===== src/rtl/mac_feeder_if.sv =====
// Handshake bundle tying mac_feeder to its operand buffers, the MAC and the result sink.
// The master modport is the environment side; the slave modport is the feeder itself.
interface mac_feeder_if #(
    parameter int unsigned DW = 16,
    parameter int unsigned CW = 9
);
    logic          start;
    logic [CW-1:0] klen;
    logic          busy;
    logic          done;
    logic [DW-1:0] src_data;
    logic [DW-1:0] src_weight;
    logic          src_valid;
    logic          src_ready;
    logic [DW-1:0] mac_data;
    logic [DW-1:0] mac_weight;
    logic          mac_valid;
    logic          mac_ready;
    logic [DW-1:0] mac_result;
    logic          mac_done;
    logic [DW-1:0] out_result;
    logic          out_valid;
    logic          out_ready;

    modport master (
        output start, klen, src_data, src_weight, src_valid, mac_ready, mac_result, mac_done,
               out_ready,
        input  busy, done, src_ready, mac_data, mac_weight, mac_valid, out_result, out_valid
    );

    modport slave (
        input  start, klen, src_data, src_weight, src_valid, mac_ready, mac_result, mac_done,
               out_ready,
        output busy, done, src_ready, mac_data, mac_weight, mac_valid, out_result, out_valid
    );
endinterface


===== src/rtl/mac_feeder.sv =====
// Feeds klen operand pairs through a 2-entry FIFO into a MAC, then waits for the MAC result
// and hands it downstream on a valid/ready port.
module mac_feeder #(
    parameter int unsigned DW = 16,
    parameter int unsigned CW = 9
) (
    input logic         clk,
    input logic         rst,
    mac_feeder_if.slave bus
);
    typedef enum logic [1:0] {StIdle, StIssue, StDrain, StOutput} state_e;

    state_e        state_q, state_d;
    logic [CW-1:0] kl_q, pull_cnt_q, issue_cnt_q;
    logic [DW-1:0] fifo_data_q   [2];
    logic [DW-1:0] fifo_weight_q [2];
    logic          wr_ptr_q, rd_ptr_q;
    logic [1:0]    count_q;
    logic [DW-1:0] out_result_q;
    logic          done_q;

    logic start_ok, push, pop, src_ready, mac_valid;

    always_comb begin
        state_d   = state_q;
        start_ok  = 1'b0;
        src_ready = 1'b0;
        mac_valid = 1'b0;
        push      = 1'b0;
        pop       = 1'b0;
        case (state_q)
            StIdle: begin
                if (bus.start && (bus.klen != '0)) begin
                    start_ok = 1'b1;
                    state_d  = StIssue;
                end
            end
            StIssue: begin
                // Full FIFO blocks the source even if a pop is pending this cycle.
                src_ready = (count_q != 2'd2) && (pull_cnt_q < kl_q);
                mac_valid = (count_q != 2'd0);
                push      = bus.src_valid && src_ready;
                pop       = mac_valid && bus.mac_ready;
                if (pop && ((issue_cnt_q + CW'(1)) == kl_q)) state_d = StDrain;
            end
            StDrain: begin
                if (bus.mac_done) state_d = StOutput;
            end
            StOutput: begin
                if (bus.out_ready) state_d = StIdle;
            end
            default: state_d = StIdle;
        endcase
    end

    always_ff @(posedge clk) begin
        if (rst) begin
            state_q      <= StIdle;
            kl_q         <= '0;
            pull_cnt_q   <= '0;
            issue_cnt_q  <= '0;
            wr_ptr_q     <= 1'b0;
            rd_ptr_q     <= 1'b0;
            count_q      <= 2'd0;
            out_result_q <= '0;
            done_q       <= 1'b0;
        end else begin
            state_q <= state_d;
            done_q  <= (state_q == StOutput) && bus.out_ready;
            if (start_ok) begin
                kl_q        <= bus.klen;
                pull_cnt_q  <= '0;
                issue_cnt_q <= '0;
            end
            if (push) begin
                pull_cnt_q <= pull_cnt_q + CW'(1);
                wr_ptr_q   <= ~wr_ptr_q;
            end
            if (pop) begin
                issue_cnt_q <= issue_cnt_q + CW'(1);
                rd_ptr_q    <= ~rd_ptr_q;
            end
            case ({push, pop})
                2'b10:   count_q <= count_q + 2'd1;
                2'b01:   count_q <= count_q - 2'd1;
                default: count_q <= count_q;
            endcase
            if ((state_q == StDrain) && bus.mac_done) out_result_q <= bus.mac_result;
        end
    end

    // Payload storage needs no reset; occupancy is tracked by count_q.
    always_ff @(posedge clk) begin
        if (push) begin
            fifo_data_q[wr_ptr_q]   <= bus.src_data;
            fifo_weight_q[wr_ptr_q] <= bus.src_weight;
        end
    end

    assign bus.src_ready  = src_ready;
    assign bus.mac_valid  = mac_valid;
    assign bus.mac_data   = fifo_data_q[rd_ptr_q];
    assign bus.mac_weight = fifo_weight_q[rd_ptr_q];
    assign bus.busy       = (state_q != StIdle);
    assign bus.out_valid  = (state_q == StOutput);
    assign bus.out_result = out_result_q;
    assign bus.done       = done_q;
endmodule


===== src/flat_wrapper.sv =====
// flat-port wrapper written by rule: the top's interface ports become plain ports
module mac_feeder_flat 
#(
    parameter int unsigned DW = 16,
    parameter int unsigned CW = 9
)
  (clk, rst, bus_start, bus_klen, bus_src_data, bus_src_weight, bus_src_valid, bus_mac_ready, bus_mac_result, bus_mac_done, bus_out_ready, bus_busy, bus_done, bus_src_ready, bus_mac_data, bus_mac_weight, bus_mac_valid, bus_out_result, bus_out_valid);
  mac_feeder_if #(.DW(DW), .CW(CW)) bus_i ();
  input logic clk;
  input logic rst;
  input wire logic [$bits(bus_i.start)-1:0] bus_start;
  input wire logic [$bits(bus_i.klen)-1:0] bus_klen;
  input wire logic [$bits(bus_i.src_data)-1:0] bus_src_data;
  input wire logic [$bits(bus_i.src_weight)-1:0] bus_src_weight;
  input wire logic [$bits(bus_i.src_valid)-1:0] bus_src_valid;
  input wire logic [$bits(bus_i.mac_ready)-1:0] bus_mac_ready;
  input wire logic [$bits(bus_i.mac_result)-1:0] bus_mac_result;
  input wire logic [$bits(bus_i.mac_done)-1:0] bus_mac_done;
  input wire logic [$bits(bus_i.out_ready)-1:0] bus_out_ready;
  output wire logic [$bits(bus_i.busy)-1:0] bus_busy;
  output wire logic [$bits(bus_i.done)-1:0] bus_done;
  output wire logic [$bits(bus_i.src_ready)-1:0] bus_src_ready;
  output wire logic [$bits(bus_i.mac_data)-1:0] bus_mac_data;
  output wire logic [$bits(bus_i.mac_weight)-1:0] bus_mac_weight;
  output wire logic [$bits(bus_i.mac_valid)-1:0] bus_mac_valid;
  output wire logic [$bits(bus_i.out_result)-1:0] bus_out_result;
  output wire logic [$bits(bus_i.out_valid)-1:0] bus_out_valid;
  assign bus_i.start = bus_start;
  assign bus_i.klen = bus_klen;
  assign bus_i.src_data = bus_src_data;
  assign bus_i.src_weight = bus_src_weight;
  assign bus_i.src_valid = bus_src_valid;
  assign bus_i.mac_ready = bus_mac_ready;
  assign bus_i.mac_result = bus_mac_result;
  assign bus_i.mac_done = bus_mac_done;
  assign bus_i.out_ready = bus_out_ready;
  assign bus_busy = bus_i.busy;
  assign bus_done = bus_i.done;
  assign bus_src_ready = bus_i.src_ready;
  assign bus_mac_data = bus_i.mac_data;
  assign bus_mac_weight = bus_i.mac_weight;
  assign bus_mac_valid = bus_i.mac_valid;
  assign bus_out_result = bus_i.out_result;
  assign bus_out_valid = bus_i.out_valid;
  mac_feeder #(.DW(DW), .CW(CW)) u_core (.clk(clk), .rst(rst), .bus(bus_i));
endmodule

===== config.mk =====
export PLATFORM = sky130hd
export DESIGN_NAME = mac_feeder_flat
export DESIGN_NICKNAME = d
export VERILOG_FILES = /design/src/rtl/mac_feeder_if.sv /design/src/rtl/mac_feeder.sv /design/src/flat_wrapper.sv
export SDC_FILE = /design/constraint.sdc
export NUM_CORES = 1
export LEC_CHECK = 0
export ABC_AREA = 1
export CAP_MARGIN = 20
export CORE_AREA = 2 2 144 76
export DETAILED_ROUTE_END_ITERATION = 7
export DIE_AREA = 0 0 146 78
export PLACE_DENSITY_LB_ADDON = 0.12
export SYNTH_ARGS = -nofsm -noshare
export SYNTH_HDL_FRONTEND = slang
export SYNTH_SLANG_ARGS = --single-unit

===== constraint.sdc =====
create_clock -name clk -period 4.5 [get_ports clk]
set_input_delay 0.9 -clock clk [delete_from_list [all_inputs] [get_ports clk]]
set_output_delay 0.9 -clock clk [all_outputs]
set_load 0.01 [all_outputs]

# Yosys cells after proc, flatten, opt, wreduce, memory -nomap -nowiden
# Memories as Yosys holds them, arrays and structs flattened. A register that Yosys moved wholly into a read port is not among the register bits.
# Cells that the tools add are included.
classes:
  add_sub_neg: 4
  n_mul: 0
  n_div: 0
  order_cmp: 1
  eq_ne: 11
  shift: 0
  n_mux: 21
  bitwise: 2
  reduce_logical: 15
op_table:
  columns: ["operator", "n"]
  rows:
  - ["9-bit two-way mux", 3]
  - ["9-bit by 1-bit adder with 9-bit output (second input constant)", 2]
  - ["1-bit two-way mux", 12]
  - ["2-bit nonzero test", 5]
  - ["9-bit equality test", 1]
  - ["9-bit < comparator", 1]
  - ["9-bit nonzero test", 1]
  - ["2-bit two-way mux", 4]
  - ["2-bit one-hot mux with 4 select lines", 1]
  - ["1-bit logical AND", 7]
  - ["2-bit equality test (second input constant)", 3]
  - ["2-bit != test (second input constant)", 3]
  - ["2-bit by 1-bit equality test with 1-bit output (second input constant)", 2]
  - ["2-bit by 1-bit != test with 1-bit output (second input constant)", 2]
  - ["2-bit one-hot mux with 2 select lines", 1]
  - ["4-bit AND reduction", 1]
  - ["2-bit by 1-bit adder with 2-bit output (second input constant)", 1]
  - ["2-bit zero test", 1]
  - ["1-bit NOT", 2]
  - ["2-bit by 1-bit subtractor with 2-bit output (second input constant)", 1]
totals:
  reg_bits: 50
  latchBits: 0
  mem_bits_rw: 64
  rom_bits: 0
  in_bits: 64
  elab_cells: 65
  memories: 2
mem_list:
  columns: ["name", "depth", "width", "rd", "rd_clocked_by_memory_dff", "wr", "line_no", "rtl"]
  rows:
  - ["u_core.fifo_data_q", 2, 16, 1, 1, 1, "mac_feeder.sv:15", "logic [DW-1:0] fifo_data_q [2];"]
  - ["u_core.fifo_weight_q", 2, 16, 1, 1, 1, "mac_feeder.sv:16", "logic [DW-1:0] fifo_weight_q [2];"]

# Depth between registers and ports, before layout
# Gate-level depths: netlist of run 1.
depth:
  word_depth: 6
  mapped_depth: 15

# Worst setup path before layout of run 1
# OpenSTA, ideal clock, no wires.
synth_timing:
  path_type: "register to register"
  from: "register u_core.kl_q[8]"
  to: "memory u_core.fifo_data_q[0][0], enable pin"
  setup_time_ns: 0.421
  arrival_time_ns: 2.986
  t_required_ns: 4.079
  setup_slack_ns: 1.093
  stages_incl_launch_ff: 10
  path_buffers: 1
  path_cell_list: "dfxtp_1 -> inv_1 -> ha_1 -> a21oi_1 -> o21a_1 -> nand3_1 -> nor3_4 -> nand2_4 -> buf_2 -> nor2_1"
synth_via:
  elab_chain_cells: 6
synth_rtl:
  columns: ["element", "line_no", "rtl"]
  rows:
  - ["start: declaration", "mac_feeder.sv:14", "logic [CW-1:0] kl_q, pull_cnt_q, issue_cnt_q;"]
  - ["start signal: assignment", "mac_feeder.sv:71", "kl_q <= bus.klen;"]
  - ["9-bit < comparator", "mac_feeder.sv:40", "src_ready = (count_q != 2'd2) && (pull_cnt_q < kl_q);"]
  - ["1-bit logical AND", "mac_feeder.sv:40", null]
  - ["1-bit logical AND", "mac_feeder.sv:42", "push = bus.src_valid && src_ready;"]
  - ["1-bit two-way mux", "mac_feeder.sv:31", "case (state_q)"]
  - ["1-bit two-way mux", "mac_feeder.sv:94", "if (push) begin"]
  - ["1-bit two-way mux (implied by the code)", "mac_feeder.sv:95", "fifo_data_q[wr_ptr_q] <= bus.src_data;"]
  - ["end: declaration", "mac_feeder.sv:15", null]
# No other way between the ends.

# Worst setup path after layout of run 1
layout_timing:
  from: "register u_core.kl_q[2]"
  to: "output bus_src_ready"
layout_via:
  elab_chain_cells: 3
layout_rtl:
  columns: ["element", "line_no", "rtl"]
  rows:
  - ["9-bit < comparator", "mac_feeder.sv:40", null]
  - ["1-bit logical AND", "mac_feeder.sv:40", null]
  - ["1-bit two-way mux", "mac_feeder.sv:31", null]
  - ["end: declaration", "flat_wrapper.sv:22", "output wire logic [$bits(bus_i.src_ready)-1:0] bus_src_ready;"]
# No other way between the ends.

==> impl_metrics.py, run 1 <==
metrics = {
    "outcome": {
        "status": "finished, final reports clean",
    },
    "power": {
        "ir_worst_vdd_mv": 0.275,
        "clockPowerShare_pct": 38.3,
        "combPwrFrac_pct": 21.9,
        "p_leak_nw": 2.45,
        "swShare_pct": 27.9,
        "internal_power_w": 0.00235,
        "power_w": 0.00326,
        "power_switching_w": 0.000912,
        "p_per_area_nw_per_um2": 480,
        "seqPwrFrac_pct": 39.8,
    },
    "final_layout": {
        "layout.cells.most_common": "clkdlybuf4s50_1",
        "instances_no_fill": 751,
        "diodes": 0,
        "final_nets": 678,
        "final_cell_mix": "116 x clkdlybuf4s50_1, 64 x edfxtp_1, 60 x nand2_1, 52 x nor2_1, 51 x dfxtp_1",
        "syn2layout_area_growth_pct": 38.0,
        "fin_util_pct": 67.9,
        "drive_gt1_share_pct": 12.6,
    },
    "timing": {
        "hold_viol_final": 0,
        "slew_viol_final": 0,
        "fin_worst_skew_ps": 7.49,
        "fin_crit_ps": 3410,
        "rsz0062_at_grt": "no",
        "setup_tns_ps": 0,
        "fin_crit_sh_pct": 75.9,
        "finalSetupViolations": 0,
        "clock.fmax_mhz": 293,
        "worst_slew_pin_slew_ps": 909,
        "slew_headroom_pct": 39.2,
    },
    "setup_path": {
        "required_ps": 3600,
        "crit_slowest_cell": "clkdlybuf4s50_1",
        "end_kind": "output pin",
        "arrival_ps": 2510,
        "crit_buf_inv": 2,
        "crit_start": "u_core.kl_q[2]",
        "max_stage_delay_ps": 630,
        "path_max_fanout": 10,
        "start_kind": "register",
        "crit_chain": "inv_1 -> ha_1 -> a21oi_1 -> o21ai_0 -> nand2_1 -> nand3_1 -> nor3_4 -> clkdlybuf4s50_1",
        "critical_path.top_delay_family": "buffers and inverters",
        "critPathKind": "reg2out",
        "r2r-start": "u_core.kl_q[2]",
    },
    "synth": {
        "synth_flop_cell": "edfxtp_1",
        "synth_edf_count": 64,
        "ys_seq_area_share_pct": 59.7,
        "ys_warn_count": 0,
        "synth-seq-cells": 115,
        "avgSynthCellArea_um2": 10.4,
        "syn_inst": 474,
        "syn_nets": 554,
        "async_reset_ff_share_pct": 0,
        "synth_cell_types": 31,
        "synth.cell_area_um2": 4930,
    },
    "floorplanning": {
        "core_area_um2": 10000,
        "initial_core_util_pct": 49.2,
        "die_x_um": 146,
        "die-area_um2": 11400,
        "die-height_um": 78,
        "io_pins": 117,
        "rows": 26,
    },
    "routing": {
        "via_count": 3796,
        "routed_wirelength_um": 10400,
        "drc": 0,
        "drt_iter0_markers": 235,
        "drtPass1Iterations": 4,
        "routedWlPerCell_um": 13.9,
        "detail-route-antenna-nets": 0,
        "drt-vias-per-instance": 5.05,
    },
    "grt": {
        "top_usage_layer": "met2",
        "grt_overflow_total": 0,
        "use_met1_pct": 23.9,
        "antenna_found_initial": 0,
        "grt_max_degree": 34,
        "grt_pass1_vias": 3610,
        "grt_usage_pct": 19.4,
        "grt_use_met2_pct": 30.2,
        "grt_pass1_wl_um": 17000,
        "met3_usage_pct": 7.65,
    },
    "clock_tree": {
        "clockBufferDepth": 2,
        "clk_latency_ps": 410,
        "htreeDepth": 4,
        "cts_resized": 0,
        "cts_setup_buffers": 0,
        "root_buffer": "clkbuf_16",
        "clk_pin_slew_ps": 50,
        "numCtsBuffers": 17,
        "hold_buffers": 0,
        "cts_tree": "done",
        "cts_sinks": 115,
    },
    "run": {
        "cap_violations": 0,
    },
    "placed_design": {
        "portBuffers": 116,
        "dp_hpwl_um": 7210,
        "routabilityCongestion": 0.828,
        "place_inst": 719,
    },
    "min_path": {
        "hp-start": "u_core.bus.out_result[7]",
        "hp-class": "reg2reg",
    },
}
==> cell usage after synthesis, types with 3 or more instances <==
cell type   n  share of area (%)
a21oi_1    38                3.9
nand4_1     5               0.64
mux2_2     32                7.3
clkbuf_1    8               0.61
inv_1      37                2.8
ha_1       16                4.1
o21ai_0    33                3.4
buf_1       4               0.30
nand3_1    42                4.3
edfxtp_1   64                 39
nor3_1      4               0.41
dfxtp_1    51                 21
buf_2       3               0.30
nand2_1    60                4.6
nor2_1     54                4.1
==> worst min-delay path, cell delays in order, from the launching register on <==
cell     delay, ps
dfxtp_1        320
nor2_1          50
nor2_1          80
==> path summary, 6_finish.rpt <==
kind | to | slack [ps] | cells past startpoint
worst max register to register | u_core.fifo_data_q[1][5] | 1660 | 9
worst min-delay path | u_core.bus.out_result[7] | 480 | 2
worst min register to register | u_core.bus.out_result[7] | 480 | 2
worst max-delay path | bus_src_ready | 1090 | 8
==> layer usage <==
metal | part of all wire [%] | vias to the layer above | wire [um]
met5 | 0 | - | 0
met4 | 2.2 | 0 | 232
met3 | 8.8 | 24 | 916
met2 | 43 | 132 | 4510
met1 | 46 | 1738 | 4750
li1 | - | 1902 | -
==> cell type report <==
class	instances	area [um2]
repair buffers	120	1190
well taps	140	175
inverters	38	143
multi-input cells	306	1790
flip-flops and latches	115	2940
clock buffers	17	425
fillers	786	3220
clock inverters	15	131
==> power by group through the flow <==
stage / combinational (W) / clock (W) / sequential (W)
2_1_floorplan: 0.000381 / 0 / 0.00132
3_3_place_gp: 0.000714 / 0 / 0.00131
3_5_place_dp: 0.000718 / 0 / 0.00132
4_1_cts: 0.000723 / 0.00128 / 0.00130
5_1_grt: 0.000796 / 0.00132 / 0.00131
6_report: 0.000715 / 0.00125 / 0.00130
==> registers in the layout (all words and copies together) (netlist names), named ones only <==
name,count
u_core.bus.done,1
u_core.bus.out_result,16
u_core.count_q,2
u_core.fifo_data_q,32
u_core.fifo_weight_q,32
u_core.issue_cnt_q,9
u_core.kl_q,9
u_core.pull_cnt_q,9
u_core.rd_ptr_q,1
u_core.state_q,2
u_core.wr_ptr_q,1
==> through the flow <==
step                      cell area, um2  hold slack [ps]  setup WS (ps)
after floorplan                     4930              443           1090
after detailed placement            6240              472           1520
after global placement              6240              462           1500
final                               6800              478           1090
after global routing                6800              503            932
after CTS                           6800              484           1060
==> cell families after synthesis <==
| logic type | after synthesis | synth area share [%] |
|---|---|---|
| compound gates | 76 | 7.95 |
| buf+inv | 53 | 4.11 |
| flops | 115 | 59.7 |
| fa+ha+maj | 16 | 4.06 |
| mux | 32 | 7.32 |
| simple gates | 178 | 16.1 |
| xor+xnor | 4 | 0.711 |
Note: power is estimated with default switching activity, not from simulation.
==> run 2, diff against run 1 <==
--- a/config.mk
+++ b/config.mk
@@ -7,9 +7,9 @@
 export LEC_CHECK = 0
 export ABC_AREA = 1
 export CAP_MARGIN = 20
-export CORE_AREA = 2 2 144 76
+export CORE_AREA = 2 2 151 79
 export DETAILED_ROUTE_END_ITERATION = 7
-export DIE_AREA = 0 0 146 78
+export DIE_AREA = 0 0 153 81
 export PLACE_DENSITY_LB_ADDON = 0.12
 export SYNTH_ARGS = -nofsm -noshare
 export SYNTH_HDL_FRONTEND = slang
==> constraint.sdc (replaced) <==
create_clock -name clk -period 3.1 [get_ports clk]
set_input_delay 0.62 -clock clk [delete_from_list [all_inputs] [get_ports clk]]
set_output_delay 0.62 -clock clk [all_outputs]
set_load 0.01 [all_outputs]
==> run 2 against run 1 <==
  * Critical path depth fell by 1
  * Design area rose by 1.4%
  * Sequential share of layout area fell by 0.59 points
  * Wire length rose by 9.7%
  * Total power rose by 51%
  * Cell count rose by 1.9%
  * First-iteration DRC count rose by 21%
  * Clock-buffer cell count rose by 2
  * Sequential power rose by 45%
  * Clock skew rose by 3.0 ps
  * Sequential cell count did not move
  * Worst hold slack got worse by 0.51 ps
  * Critical endpoint unchanged
  * Largest cell class unchanged
==> impl_metrics.py, run 2 (synthesized netlist as in run 1, its figures left out) <==
metrics = {
    "final_layout": {
        "nFillCells": 940,
        "design_area_um2": 6890,
        "diodes": 0,
        "drive_gt1_share_pct": 13.0,
        "fin_util_pct": 60.9,
        "final_cell_mix": "115 x clkdlybuf4s50_1, 64 x edfxtp_1, 60 x nand2_1, 52 x nor2_1, 51 x dfxtp_1",
        "layout.cells.most_common": "clkdlybuf4s50_1",
        "syn2layout_area_growth_pct": 39.9,
        "final_nets": 682,
    },
    "clock_tree": {
        "htreeDepth": 4,
        "clk_latency_ps": 400,
        "clockBufferDepth": 2,
        "root_buffer": "clkbuf_16",
        "clk_pin_slew_ps": 50,
        "numCtsBuffers": 17,
        "hold_buffers": 0,
        "cts_sinks": 115,
        "cts_tree": "done",
    },
    "placed_design": {
        "portBuffers": 116,
        "routabilityCongestion": 0.862,
        "dpl_cell_area_um2": 6280,
        "dp_hpwl_um": 7900,
    },
    "floorplanning": {
        "die-height_um": 81,
        "initial_core_util_pct": 43.5,
        "io_pins": 117,
        "die_x_um": 153,
        "core_area_um2": 11300,
        "die-area_um2": 12400,
        "rows": 28,
    },
    "power": {
        "p_per_area_nw_per_um2": 715,
        "power_w": 0.00493,
        "p_leak_nw": 2.51,
        "ir_worst_vdd_mv": 0.455,
    },
    "routing": {
        "drt-vias-per-instance": 4.92,
        "drc": 0,
        "drt_iter0_markers": 285,
        "routedWlPerCell_um": 14.9,
        "via_count": 3766,
        "routed_wirelength_um": 11400,
        "drtPass1Iterations": 5,
        "detail-route-antenna-nets": 0,
    },
    "setup_path": {
        "arrival_ps": 2080,
        "path_max_fanout": 6,
        "r2r_cells": 10,
        "start_kind": "register",
        "critPathKind": "reg2out",
        "end_kind": "output pin",
        "required_ps": 2480,
    },
    "timing": {
        "fin_worst_skew_ps": 10.5,
        "slew_headroom_pct": 50.3,
        "hold_viol_final": 0,
        "clock.fmax_mhz": 370,
        "finalSetupViolations": 0,
        "worst_slew_pin_slew_ps": 745,
        "fin_crit_sh_pct": 87.1,
        "slew_viol_final": 0,
        "setup_tns_ps": 0,
        "fin_crit_ps": 2700,
        "rsz0062_at_grt": "no",
    },
    "grt": {
        "grt_pass1_vias": 3660,
        "grt_pass1_wl_um": 18200,
        "grt_usage_pct": 18.8,
        "grt_overflow_total": 0,
        "antenna_found_initial": 0,
        "grt_max_degree": 34,
    },
    "min_path": {
        "hp-class": "reg2reg",
        "min_path_cells": 2,
    },
    "run": {
        "cap_violations": 0,
    },
    "outcome": {
        "status": "finished, final reports clean",
    },
}
==> run 2: final cells by class <==
cell class              count  area (um2)  area share, %
flip-flops and latches    115        2940           42.7
inverters                  38         143           2.07
clock buffers              19         433           6.28
repair buffers            124        1240           17.9
well taps                 150         188           2.72
multi-input cells         306        1790           26.0
clock inverters            13         160           2.32
==> run 2: critical path: stages, from the launching register on <==
cell and delay [ps]:
dfxtp_1 420, ha_1 280, a21oi_1 190, o21ai_0 140, nand2_1 80, nand3_1 110
nor3_4 280, dlymetal6s2s_1 190
==> run 2: power breakdown <==
group / internal [W] / total, W / switching [W]
logic: 0.000525 / 0.00110 / 0.000573
clock network: 0.00126 / 0.00195 / 0.000685
registers: 0.00181 / 0.00188 / 0.0000791
total: 0.00359 / 0.00493 / 0.00134
==> run 2: per-layer routing <==
| metal | vias to the layer above | part of all wire [%] | global-route usage, % |
|---|---|---|---|
| met5 | - | 0 | 0 |
| met1 | 1737 | 50 | 26.6 |
| met3 | 10 | 7.6 | 7.52 |
| met2 | 116 | 42 | 26.8 |
| li1 | 1903 | - | - |
| met4 | 0 | 0.69 | 5.37 |
==> run 2: repair_timing <==
action                     4_1_cts  5_1_grt
buffers inserted                 0        2
setup endpoints to repair        0        1
gates resized for setup          0        1
==> run 2: final timing paths <==
kind / slack [ps] / to / from
worst min-delay path: 480 / u_core.bus.out_result[9] / u_core.bus.out_result[9]
worst max-delay path: 400 / bus_src_ready / u_core.pull_cnt_q[2]
worst max register to register: 410 / u_core.fifo_data_q[0][4] / u_core.pull_cnt_q[2]
worst min register to register: 480 / u_core.bus.out_result[9] / u_core.bus.out_result[9]
==> run 2: metrics by stage <==
stage                     hold WS (ps)  setup WS [ps]  instances
after floorplan                    443            217        474
after global placement             458            531        731
after detailed placement           470            505        731
after CTS                          483           2.46        763
after global routing               497            179        765
final                              478            400        765
==> run 3, diff against run 2 <==
==> constraint.sdc (replaced) <==
create_clock -name clk -period 3.1 [get_ports clk]
set_input_delay 0.93 -clock clk [delete_from_list [all_inputs] [get_ports clk]]
set_output_delay 0.93 -clock clk [all_outputs]
set_load 0.01 [all_outputs]
==> run 3 against run 2 <==
  * Utilization barely moved
  * Total power fell by 1.9%
  * Worst hold slack improved by 2.3 ps
  * Sequential share of layout area barely moved
  * Design area barely moved
  * Global-route usage rose by 0.093 points
  * Highest routed layer unchanged
  * Largest cell class unchanged
  * Wire length rose by 0.93%
  * Register-to-register slack improved by 160 ps
==> impl_metrics.py, run 3 (synthesized netlist as in run 1, its figures left out) <==
metrics = {
    "clock_tree": {
        "cts_tree": "done",
        "root_buffer": "clkbuf_16",
        "clk_latency_ps": 410,
        "hold_buffers": 0,
        "cts_sinks": 115,
        "clk_pin_slew_ps": 60,
        "clockBufferDepth": 2,
        "numCtsBuffers": 17,
        "cts_setup_buffers": 0,
        "htreeDepth": 4,
    },
    "power": {
        "seqPwrFrac_pct": 39.0,
        "swShare_pct": 27.6,
        "p_per_area_nw_per_um2": 702,
        "combPwrFrac_pct": 22.5,
        "ir_worst_vdd_mv": 0.373,
        "p_leak_nw": 2.48,
        "clockPowerShare_pct": 38.5,
        "internal_power_w": 0.00350,
        "power_switching_w": 0.00134,
    },
    "grt": {
        "grt_usage_pct": 18.9,
        "grt_pass1_wl_um": 17800,
        "grt_overflow_total": 0,
        "grt_pass1_vias": 3605,
        "grt_max_degree": 34,
        "antenna_found_initial": 0,
    },
    "timing": {
        "worst_slew_pin_slew_ps": 819,
        "hold_viol_final": 0,
        "slew_headroom_pct": 45.4,
        "slew_viol_final": 0,
        "rsz0062_at_grt": "no",
        "fin_worst_skew_ps": 9.82,
        "clock.fmax_mhz": 341,
        "fin_crit_sh_pct": 94.7,
        "finalSetupViolations": 0,
        "timing.final.ws_setup_ps": 165,
        "fin_crit_ps": 2930,
        "setup_tns_ps": 0,
    },
    "routing": {
        "via_count": 3813,
        "routedWlPerCell_um": 15.1,
        "routed_wirelength_um": 11500,
        "drc": 0,
        "drt-vias-per-instance": 4.98,
        "drtPass1Iterations": 5,
        "drt_iter0_markers": 276,
        "detail-route-antenna-nets": 0,
    },
    "min_path": {
        "min_to": "u_core.bus.out_result[10]",
        "hp-class": "reg2reg",
        "hp-start": "u_core.bus.out_result[10]",
        "min_path_cells": 2,
    },
    "floorplanning": {
        "die-area_um2": 12400,
        "die-height_um": 81,
        "die_x_um": 153,
        "rows": 28,
        "initial_core_util_pct": 43.5,
        "io_pins": 117,
        "core_area_um2": 11300,
    },
    "setup_path": {
        "crit_buf_inv": 2,
        "critical_path.top_delay_family": "buffers and inverters",
        "arrival_ps": 2000,
        "required_ps": 2170,
        "r2r_cells": 15,
        "max_stage_delay_ps": 340,
        "crit_chain": "inv_1 -> ha_1 -> a21oi_1 -> o21ai_0 -> nand2_1 -> nand3_1 -> nor3_4 -> dlygate4sd2_1",
        "start_kind": "register",
        "r2r-start": "u_core.kl_q[4]",
        "reg2reg_setup_slack_ps": 570,
        "path_max_fanout": 3,
        "critPathKind": "reg2out",
        "regToRegEndpoint": "u_core.count_q[1]",
        "end_kind": "output pin",
        "crit_slowest_cell": "dfxtp_1",
    },
    "final_layout": {
        "final_cell_mix": "115 x clkdlybuf4s50_1, 64 x edfxtp_1, 60 x nand2_1, 52 x nor2_1, 51 x dfxtp_1",
        "layout.cells.most_common": "clkdlybuf4s50_1",
        "drive_gt1_share_pct": 13.0,
        "fin_util_pct": 60.9,
        "final_nets": 682,
        "syn2layout_area_growth_pct": 39.9,
        "nFillCells": 936,
        "diodes": 0,
    },
    "placed_design": {
        "place_ws_ps": 326,
        "portBuffers": 116,
        "dp_hpwl_um": 8020,
        "routabilityCongestion": 0.834,
    },
    "outcome": {
        "status": "finished, final reports clean",
    },
    "run": {
        "cap_violations": 0,
    },
}
==> run 3: timing repair <==
action,4_1_cts,5_1_grt
setup endpoints to repair,1,0
resized for setup,1,0
hold endpoints to repair,0,0
==> run 3: area by class of cell <==
class | count | area, um2 | area share [%]
Multi-Input combinational cell | 306 | 1790 | 26.0
Timing Repair Buffer | 124 | 1260 | 18.3
Sequential cell | 115 | 2940 | 42.7
Clock inverter | 14 | 139 | 2.02
Inverter | 38 | 143 | 2.07
Clock buffer | 18 | 429 | 6.23
Tap cell | 150 | 188 | 2.72
==> run 3: worst reg2reg max path: cells and delay by family, from the launching register on <==
family,cells,cell delay (ps)
and+or+nand+nor,6,680
adders and majority gates,2,600
AOI/OAI and AO/OA,4,470
buffers and inverters,3,390
DFF,1,340
==> run 3: power groups by stage <==
stage / registers [W] / logic (W) / clock network [W]
final: 0.00189 / 0.00109 / 0.00186
after global routing: 0.00191 / 0.00119 / 0.00198
after CTS: 0.00189 / 0.00109 / 0.00190
after detailed placement: 0.00192 / 0.00109 / 0
after global placement: 0.00190 / 0.00107 / 0
after floorplan: 0.00192 / 0.000556 / 0
==> run 3: how the worst max path moves through the flow <==
stage,startpoint,endpoint,slack [ps],cells after the start
floorplan,u_core.kl_q[8],u_core.fifo_data_q[0][0],220,9
global placement,u_core.kl_q[2],bus_src_ready,360,8
detailed placement,u_core.kl_q[4],bus_src_ready,330,8
CTS,u_core.kl_q[4],bus_src_ready,170,8
global route,u_core.pull_cnt_q[2],bus_src_ready,60,7
finish,u_core.kl_q[4],bus_src_ready,170,8
==> run 3: layer usage <==
metal | up-vias | routed length, um | global-route usage (%)
li1 | 1913 | - | -
met1 | 1751 | 5590 | 25.8
met2 | 135 | 4940 | 27.9
met3 | 14 | 832 | 6.56
met4 | 0 | 161 | 7.69
met5 | - | 0 | 0
==> run 3: per-stage QoR <==
step	cell area [um2]	instances	total power, W	hold slack [ps]
final	6890	765	0.00484	480
after global routing	6890	765	0.00507	502
after CTS	6890	765	0.00488	480
after detailed placement	6320	733	0.00301	471
after global placement	6320	733	0.00298	463
after floorplan	4930	474	0.00248	443
